`config.mk`:
```
export PLATFORM = sky130hd
export DESIGN_NAME = imm_gen_pipe_flat
export DESIGN_NICKNAME = d
export VERILOG_FILES = /design/src/rtl/imm_gen_pipe_if.sv /design/src/rtl/imm_gen_pipe.sv /design/src/flat_wrapper.sv
export SDC_FILE = /design/constraint.sdc
export NUM_CORES = 1
export LEC_CHECK = 0
export ABC_AREA = 1
export CAP_MARGIN = 15
export CORE_AREA = 2 2 109 111
export CTS_BUF_LIST = sky130_fd_sc_hd__clkbuf_4 sky130_fd_sc_hd__clkbuf_8
export DETAILED_ROUTE_END_ITERATION = 8
export DIE_AREA = 0 0 111 113
export GPL_ROUTABILITY_DRIVEN = 0
export SETUP_SLACK_MARGIN = 0.02
export SLEW_MARGIN = 10
export SYNTH_ARGS = -nofsm -noshare
export SYNTH_HDL_FRONTEND = slang
export SYNTH_SLANG_ARGS = --single-unit
```
`constraint.sdc`:
```
create_clock -name clk_i -period 1.65 [get_ports clk_i]
set_input_delay 0.495 -clock clk_i [delete_from_list [all_inputs] [get_ports clk_i]]
set_output_delay 0.495 -clock clk_i [all_outputs]
set_load 0.02 [all_outputs]
```
`src/rtl/imm_gen_pipe_if.sv`:
```
// Handshake bundle between IF/ID and the immediate generator's ID/EX side.
// Optional err_o lane exists only when IMM_ERR_EN is defined.
interface imm_gen_pipe_if #(
  parameter int unsigned XLEN = 32
);

  logic            flush_i;
  logic            valid_i;
  logic            ready_o;
  logic [31:0]     instr_i;
  logic            valid_o;
  logic            ready_i;
  logic [XLEN-1:0] imm_o;
  logic [2:0]      fmt_o;
`ifdef IMM_ERR_EN
  logic            err_o;
`endif

`ifdef IMM_ERR_EN
  // Design-side view
  modport slave (
    input  flush_i, valid_i, instr_i, ready_i,
    output ready_o, valid_o, imm_o, fmt_o, err_o
  );

  // Environment-side view
  modport master (
    output flush_i, valid_i, instr_i, ready_i,
    input  ready_o, valid_o, imm_o, fmt_o, err_o
  );
`else
  // Design-side view
  modport slave (
    input  flush_i, valid_i, instr_i, ready_i,
    output ready_o, valid_o, imm_o, fmt_o
  );

  // Environment-side view
  modport master (
    output flush_i, valid_i, instr_i, ready_i,
    input  ready_o, valid_o, imm_o, fmt_o
  );
`endif

endinterface

```
`src/rtl/imm_gen_pipe.sv`:
```
// Registered RISC-V immediate generator for the ID stage, fronted by a
// 2-entry skid buffer. Optional feature macro: IMM_ERR_EN (adds err_o).
module imm_gen_pipe #(
  parameter int unsigned XLEN = 32
) (
  input  logic           clk_i,
  input  logic           rst_i,
  imm_gen_pipe_if.slave  bus
);

  localparam int unsigned FMT_W = 3;

  localparam logic [6:0] OP_IMM    = 7'b0010011;
  localparam logic [6:0] OP_LOAD   = 7'b0000011;
  localparam logic [6:0] OP_JALR   = 7'b1100111;
  localparam logic [6:0] OP_STORE  = 7'b0100011;
  localparam logic [6:0] OP_BRANCH = 7'b1100011;
  localparam logic [6:0] OP_LUI    = 7'b0110111;
  localparam logic [6:0] OP_AUIPC  = 7'b0010111;
  localparam logic [6:0] OP_JAL    = 7'b1101111;
`ifdef IMM_ERR_EN
  localparam logic [6:0] OP_REG    = 7'b0110011;
  localparam logic [6:0] OP_FENCE  = 7'b0001111;
  localparam logic [6:0] OP_SYSTEM = 7'b1110011;
`endif

  localparam logic [FMT_W-1:0] FMT_NONE = 3'd0;
  localparam logic [FMT_W-1:0] FMT_I    = 3'd1;
  localparam logic [FMT_W-1:0] FMT_SH   = 3'd2;
  localparam logic [FMT_W-1:0] FMT_S    = 3'd3;
  localparam logic [FMT_W-1:0] FMT_B    = 3'd4;
  localparam logic [FMT_W-1:0] FMT_U    = 3'd5;
  localparam logic [FMT_W-1:0] FMT_J    = 3'd6;

  typedef struct packed {
    logic [XLEN-1:0]  imm;
    logic [FMT_W-1:0] fmt;
`ifdef IMM_ERR_EN
    logic             err;
`endif
  } entry_t;

  // Buffer occupancy: the state is the entry count
  typedef enum logic [1:0] {
    ST_EMPTY = 2'd0,
    ST_ONE   = 2'd1,
    ST_FULL  = 2'd2
  } state_t;

  state_t state_q, state_d;
  entry_t head_q, second_q;
  entry_t dec_c;

  logic [6:0] op_c;
  logic [2:0] f3_c;
  logic [5:0] shamt_c;
  logic       ready_c;
  logic       valid_c;
  logic       push_c;
  logic       pop_c;
  logic       load_head_new_c;
  logic       load_second_new_c;
  logic       head_from_second_c;

  assign op_c = bus.instr_i[6:0];
  assign f3_c = bus.instr_i[14:12];

  // RV64 shifts carry a 6-bit shamt; RV32 only uses the low 5 bits
  assign shamt_c = (XLEN == 64) ? bus.instr_i[25:20] : {1'b0, bus.instr_i[24:20]};

  // Immediate decode of the incoming instruction word
  always_comb begin
    dec_c = '0;
    case (op_c)
      OP_IMM: begin
        if ((f3_c == 3'b001) || (f3_c == 3'b101)) begin
          dec_c.imm = XLEN'(shamt_c);
          dec_c.fmt = FMT_SH;
`ifdef IMM_ERR_EN
          dec_c.err = (XLEN == 32) && bus.instr_i[25];
`endif
        end else begin
          dec_c.imm = XLEN'($signed(bus.instr_i[31:20]));
          dec_c.fmt = FMT_I;
        end
      end
      OP_LOAD, OP_JALR: begin
        dec_c.imm = XLEN'($signed(bus.instr_i[31:20]));
        dec_c.fmt = FMT_I;
      end
      OP_STORE: begin
        dec_c.imm = XLEN'($signed({bus.instr_i[31:25], bus.instr_i[11:7]}));
        dec_c.fmt = FMT_S;
      end
      OP_BRANCH: begin
        dec_c.imm = XLEN'($signed({bus.instr_i[31], bus.instr_i[7],
                                   bus.instr_i[30:25], bus.instr_i[11:8], 1'b0}));
        dec_c.fmt = FMT_B;
      end
      OP_LUI, OP_AUIPC: begin
        dec_c.imm = XLEN'($signed({bus.instr_i[31:12], 12'b0}));
        dec_c.fmt = FMT_U;
      end
      OP_JAL: begin
        dec_c.imm = XLEN'($signed({bus.instr_i[31], bus.instr_i[19:12],
                                   bus.instr_i[20], bus.instr_i[30:21], 1'b0}));
        dec_c.fmt = FMT_J;
      end
`ifdef IMM_ERR_EN
      OP_REG, OP_FENCE, OP_SYSTEM: begin
        dec_c.err = 1'b0;
      end
      default: begin
        dec_c.err = 1'b1;
      end
`else
      default: begin
        dec_c.fmt = FMT_NONE;
      end
`endif
    endcase
  end

  // Handshake qualifiers derive from registered state only
  assign ready_c = (state_q != ST_FULL);
  assign valid_c = (state_q != ST_EMPTY);
  assign push_c  = bus.valid_i && ready_c;
  assign pop_c   = valid_c && bus.ready_i;

  // Occupancy register
  always_ff @(posedge clk_i or negedge rst_i) begin
    if (!rst_i) begin
      state_q <= ST_EMPTY;
    end else begin
      state_q <= state_d;
    end
  end

  // Next occupancy and entry-movement strobes; flush beats push and pop
  always_comb begin
    state_d            = state_q;
    load_head_new_c    = 1'b0;
    load_second_new_c  = 1'b0;
    head_from_second_c = 1'b0;
    if (bus.flush_i) begin
      state_d = ST_EMPTY;
    end else begin
      case (state_q)
        ST_EMPTY: begin
          if (push_c) begin
            state_d         = ST_ONE;
            load_head_new_c = 1'b1;
          end
        end
        ST_ONE: begin
          case ({push_c, pop_c})
            2'b10: begin
              state_d           = ST_FULL;
              load_second_new_c = 1'b1;
            end
            2'b01: begin
              state_d = ST_EMPTY;
            end
            2'b11: begin
              state_d         = ST_ONE;
              load_head_new_c = 1'b1;
            end
            default: begin
              state_d = ST_ONE;
            end
          endcase
        end
        ST_FULL: begin
          if (pop_c) begin
            state_d            = ST_ONE;
            head_from_second_c = 1'b1;
          end
        end
        default: begin
          state_d = ST_EMPTY;
        end
      endcase
    end
  end

  // Entry storage; the head register drives the outputs directly
  always_ff @(posedge clk_i or negedge rst_i) begin
    if (!rst_i) begin
      head_q   <= '0;
      second_q <= '0;
    end else begin
      if (load_head_new_c) begin
        head_q <= dec_c;
      end else if (head_from_second_c) begin
        head_q <= second_q;
      end
      if (load_second_new_c) begin
        second_q <= dec_c;
      end
    end
  end

  assign bus.ready_o = ready_c;
  assign bus.valid_o = valid_c;
  assign bus.imm_o   = head_q.imm;
  assign bus.fmt_o   = head_q.fmt;
`ifdef IMM_ERR_EN
  assign bus.err_o   = head_q.err;
`endif

endmodule
```
`src/flat_wrapper.sv`:
```
// flat-port wrapper written by rule: the top's interface ports become plain ports
module imm_gen_pipe_flat 
#(
  parameter int unsigned XLEN = 32
)
  (clk_i, rst_i, bus_flush_i, bus_valid_i, bus_instr_i, bus_ready_i, bus_ready_o, bus_valid_o, bus_imm_o, bus_fmt_o);
  imm_gen_pipe_if #(.XLEN(XLEN)) bus_i ();
  input  logic clk_i;
  input  logic rst_i;
  input wire logic [$bits(bus_i.flush_i)-1:0] bus_flush_i;
  input wire logic [$bits(bus_i.valid_i)-1:0] bus_valid_i;
  input wire logic [$bits(bus_i.instr_i)-1:0] bus_instr_i;
  input wire logic [$bits(bus_i.ready_i)-1:0] bus_ready_i;
  output wire logic [$bits(bus_i.ready_o)-1:0] bus_ready_o;
  output wire logic [$bits(bus_i.valid_o)-1:0] bus_valid_o;
  output wire logic [$bits(bus_i.imm_o)-1:0] bus_imm_o;
  output wire logic [$bits(bus_i.fmt_o)-1:0] bus_fmt_o;
  assign bus_i.flush_i = bus_flush_i;
  assign bus_i.valid_i = bus_valid_i;
  assign bus_i.instr_i = bus_instr_i;
  assign bus_i.ready_i = bus_ready_i;
  assign bus_ready_o = bus_i.ready_o;
  assign bus_valid_o = bus_i.valid_o;
  assign bus_imm_o = bus_i.imm_o;
  assign bus_fmt_o = bus_i.fmt_o;
  imm_gen_pipe #(.XLEN(XLEN)) u_core (.clk_i(clk_i), .rst_i(rst_i), .bus(bus_i));
endmodule
```
==> flow_metrics.env <==
export IMPL_status="finished, violations left"
export IMPL_violations="negative setup slack"
export IMPL_grtUsageMet1_pct=30.2
export IMPL_post_route_util_pct=56.1
export IMPL_seq_area_mm2=0.00180
export IMPL_mostFrequentLayoutCell="nand2_1"
export IMPL_slew_viol_final=0
export IMPL_yosysWarnings=0
export IMPL_routed_via_density=5.17
export IMPL_ant_nets=0
export IMPL_final_cell_mix="nand2_1, nand3_1, dfrtp_1"
export IMPL_route_vias_total=4789
export IMPL_grtUsageMet2_pct=37.0
export IMPL_grt_max_degree=73
export IMPL_start_kind="flip-flop"
export IMPL_r2r_end="u_core.bus.fmt_o[0]$_DFFE_PN0P_"
export IMPL_drv_cap=0
export IMPL_cp_arrival_ps=1210
export IMPL_drt_first_pass_iters=5
export IMPL_r2r_start="u_core.state_q[1]$_DFFE_PN0P_"
export IMPL_syn_area_mm2=0.00434
export IMPL_grt_usage_pct=23.0
export IMPL_hold_violations=0
export IMPL_ys_ff_latch=72
export IMPL_yosys_top_cells_area="dfrtp_1, nand2_1, nand3_1"
export IMPL_htreeDepth=3
export IMPL_clkSinkCount=72
export IMPL_grt_pass1_wl_mm=22.9
export IMPL_end_kind="output port"
export IMPL_power_internal_mw=3.57
export IMPL_timing_fmax_mhz=586
export IMPL_design_area_mm2=0.00632
export IMPL_n_fill_cell=1079
export IMPL_yosys_area_top_type="dfrtp_1"
export IMPL_clkPwrFrac_pct=30.8
export IMPL_path_buf_inv=3
export IMPL_crit_slowest_cell="dfrtp_1"
export IMPL_cts_buffers=9
export IMPL_cp_common_cell="buf_6"
export IMPL_whs_ps=156
export IMPL_dpl_cell_area_mm2=0.00551
export IMPL_fp_coreArea_mm2=0.0113
export IMPL_finalClockSkew_ps=10.2
export IMPL_cts_tree="built"
export IMPL_p_comb_share_pct=28.5
export IMPL_setup_violations=9
export IMPL_met3_usage_pct=4.07
export IMPL_reg2reg_setup_slack_ps=-20
export IMPL_layout_min_cycle_time_ps=1710
export IMPL_fin_crit_sh_pct=104
export IMPL_reg2reg_depth=12
export IMPL_fin_cells=927
export IMPL_cts_clk_slew_worst_paths_ps=80
export IMPL_layout_setup_ws_ps=-57.9
export IMPL_grt_overflow_total=0
export IMPL_swShare_pct=32.6
export IMPL_yosysUniqueCellTypes=23
export IMPL_die_y_um=113
export IMPL_total_power_mw=5.30
export IMPL_wl_per_cell_um=15.1
export IMPL_pwr_density_cell_mw_per_mm2=838
export IMPL_crit_family="flip-flops"
export IMPL_power_leakage_nw=3.59
export IMPL_drt_total_wl_mm=14.0
export IMPL_max_clock_path_buffers=2
export IMPL_cts_root_buf="clkbuf_8"
export IMPL_multi_input_area_mm2=0.00233
export IMPL_antenna_cells=0
export IMPL_rsz0062_at_grt="true"
export IMPL_tightest_slew_ps=419
export IMPL_nets=818
export IMPL_clkLatencyLatePin_ps=360
export IMPL_ir_drop_uv=400
export IMPL_dp_hpwl_mm=9.01
export IMPL_start_util_pct=38.5
export IMPL_worstPathMaxFanout=3
export IMPL_drive_above_1_share_pct=20.8
export IMPL_drtIter0Drc=291
export IMPL_seq_power_share_pct=40.8
export IMPL_relSlewSlack_pct=72.0
export IMPL_syn_nets=693
export IMPL_worstHoldPathType="primary input to asynchronous set/reset pin"
export IMPL_synth_top_area_share_pct=41.5
export IMPL_std_cell_rows=39
export IMPL_crit_chain="buf_6 > nor2_4 > inv_2 > buf_6"
export IMPL_dieArea_mm2=0.0125
export IMPL_power_switching_mw=1.72
export IMPL_die_width_um=111
export IMPL_ios=74
export IMPL_cpPeakStageDelay_ps=430
export IMPL_dp_cells=885
export IMPL_synthCells=654
export IMPL_grt_pass1_vias=4581
export IMPL_portBuffers=73
export IMPL_avgSynthCellArea_um2=6.63
export IMPL_yosysSeqAreaShare_pct=41.5
export IMPL_area_delta_synth_final_pct=45.7
export IMPL_remaining_drc_errors=0
export IMPL_antenna_found_initial=0
export IMPL_worst_setup_path_type="flip-flop to output port"
export IMPL_cp_required_ps=1150
export IMPL_busiest_layer="met2"
[Yosys cell counts (all sizes together)]
master  number
dfrtp       72
a211oi       4
o31ai        1
inv         60
a21oi        3
nand2      274
nand4        6
clkbuf       5
nand3      124
nor2        51
nor3         2
ha           2
o211ai       2
o21ai       16
buf         32
[what timing repair did]
action | in CTS | in global routing
gates cloned | 6 | 2
setup buffers | 12 | 7
endpoints found under the setup margin | 107 | 80
gates resized for setup | 96 | 62
hold buffers | 0 | 0
pin swaps | 4 | 11
[worst max path at each step]
stage                                       start                               end  slack (ps)  depth (start not counted)
detailed placement                 bus_instr_i[1]  u_core.bus.imm_o[19]$_DFFE_PN0P_        -580                          9
global route        u_core.state_q[1]$_DFFE_PN0P_   u_core.bus.fmt_o[0]$_DFFE_PN0P_        -120                         12
CTS                                   bus_ready_i   u_core.bus.imm_o[6]$_DFFE_PN0P_        -120                         12
finish              u_core.state_q[1]$_DFFE_PN0P_                       bus_valid_o         -60                          4
global placement                   bus_instr_i[4]  u_core.bus.imm_o[21]$_DFFE_PN0P_        -520                         11
floorplan                             bus_ready_i    u_core.second_q[1]$_DFFE_PN0P_          20                         10
[stage by stage]
| stage | setup WS (ps) | setup TNS, ps |
|---|---|---|
| after CTS | -115 | -2770 |
| after global routing | -115 | -3230 |
| final | -57.9 | -137 |
| after floorplan | 24.7 | 0 |
| after detailed placement | -575 | -34640 |
| after global placement | -519 | -32450 |
[logic make-up (layout without fill, tap and decap cells)]
kind of cell | count (synthesis) | count (layout) | share of synthesized area, %
adders and majority gates | 2 | 2 | 0.577
buffers and inverters | 97 | 224 | 10.2
AOI/OAI and AO/OA | 26 | 26 | 3.40
and+or+nand+nor | 457 | 460 | 44.3
DFF | 72 | 72 | 41.5
[power groups by stage]
stage / logic, mW / clock network, mW / registers [mW]
2_1_floorplan: 0.525 / 0 / 2.38
3_3_place_gp: 1.47 / 0 / 2.18
3_5_place_dp: 1.49 / 0 / 2.18
4_1_cts: 1.41 / 1.65 / 2.15
5_1_grt: 1.65 / 1.75 / 2.19
6_report: 1.51 / 1.63 / 2.16
[sequential cells by signal (all words and copies together), names as in the netlist]
name              flops
u_core.bus.imm_o     32
u_core.bus.fmt_o      3
u_core.state_q        2
u_core.second_q      35
[routing by layer]
layer / part of all wire, % / vias up
met3: 5.4 / 29
met1: 43 / 2295
met2: 48 / 151
met4: 3.0 / 0
li1: - / 2314
met5: 0 / -
[cell type report]
cell class,count,area share (%)
repair buffers,148,24.6
clock inverters,5,1.25
multi-input cells,488,36.9
inverters,60,3.64
clock buffers,11,2.30
well taps,143,2.83
flip-flops and latches,72,28.5
No activity file was read; power rests on OpenSTA's default activity.
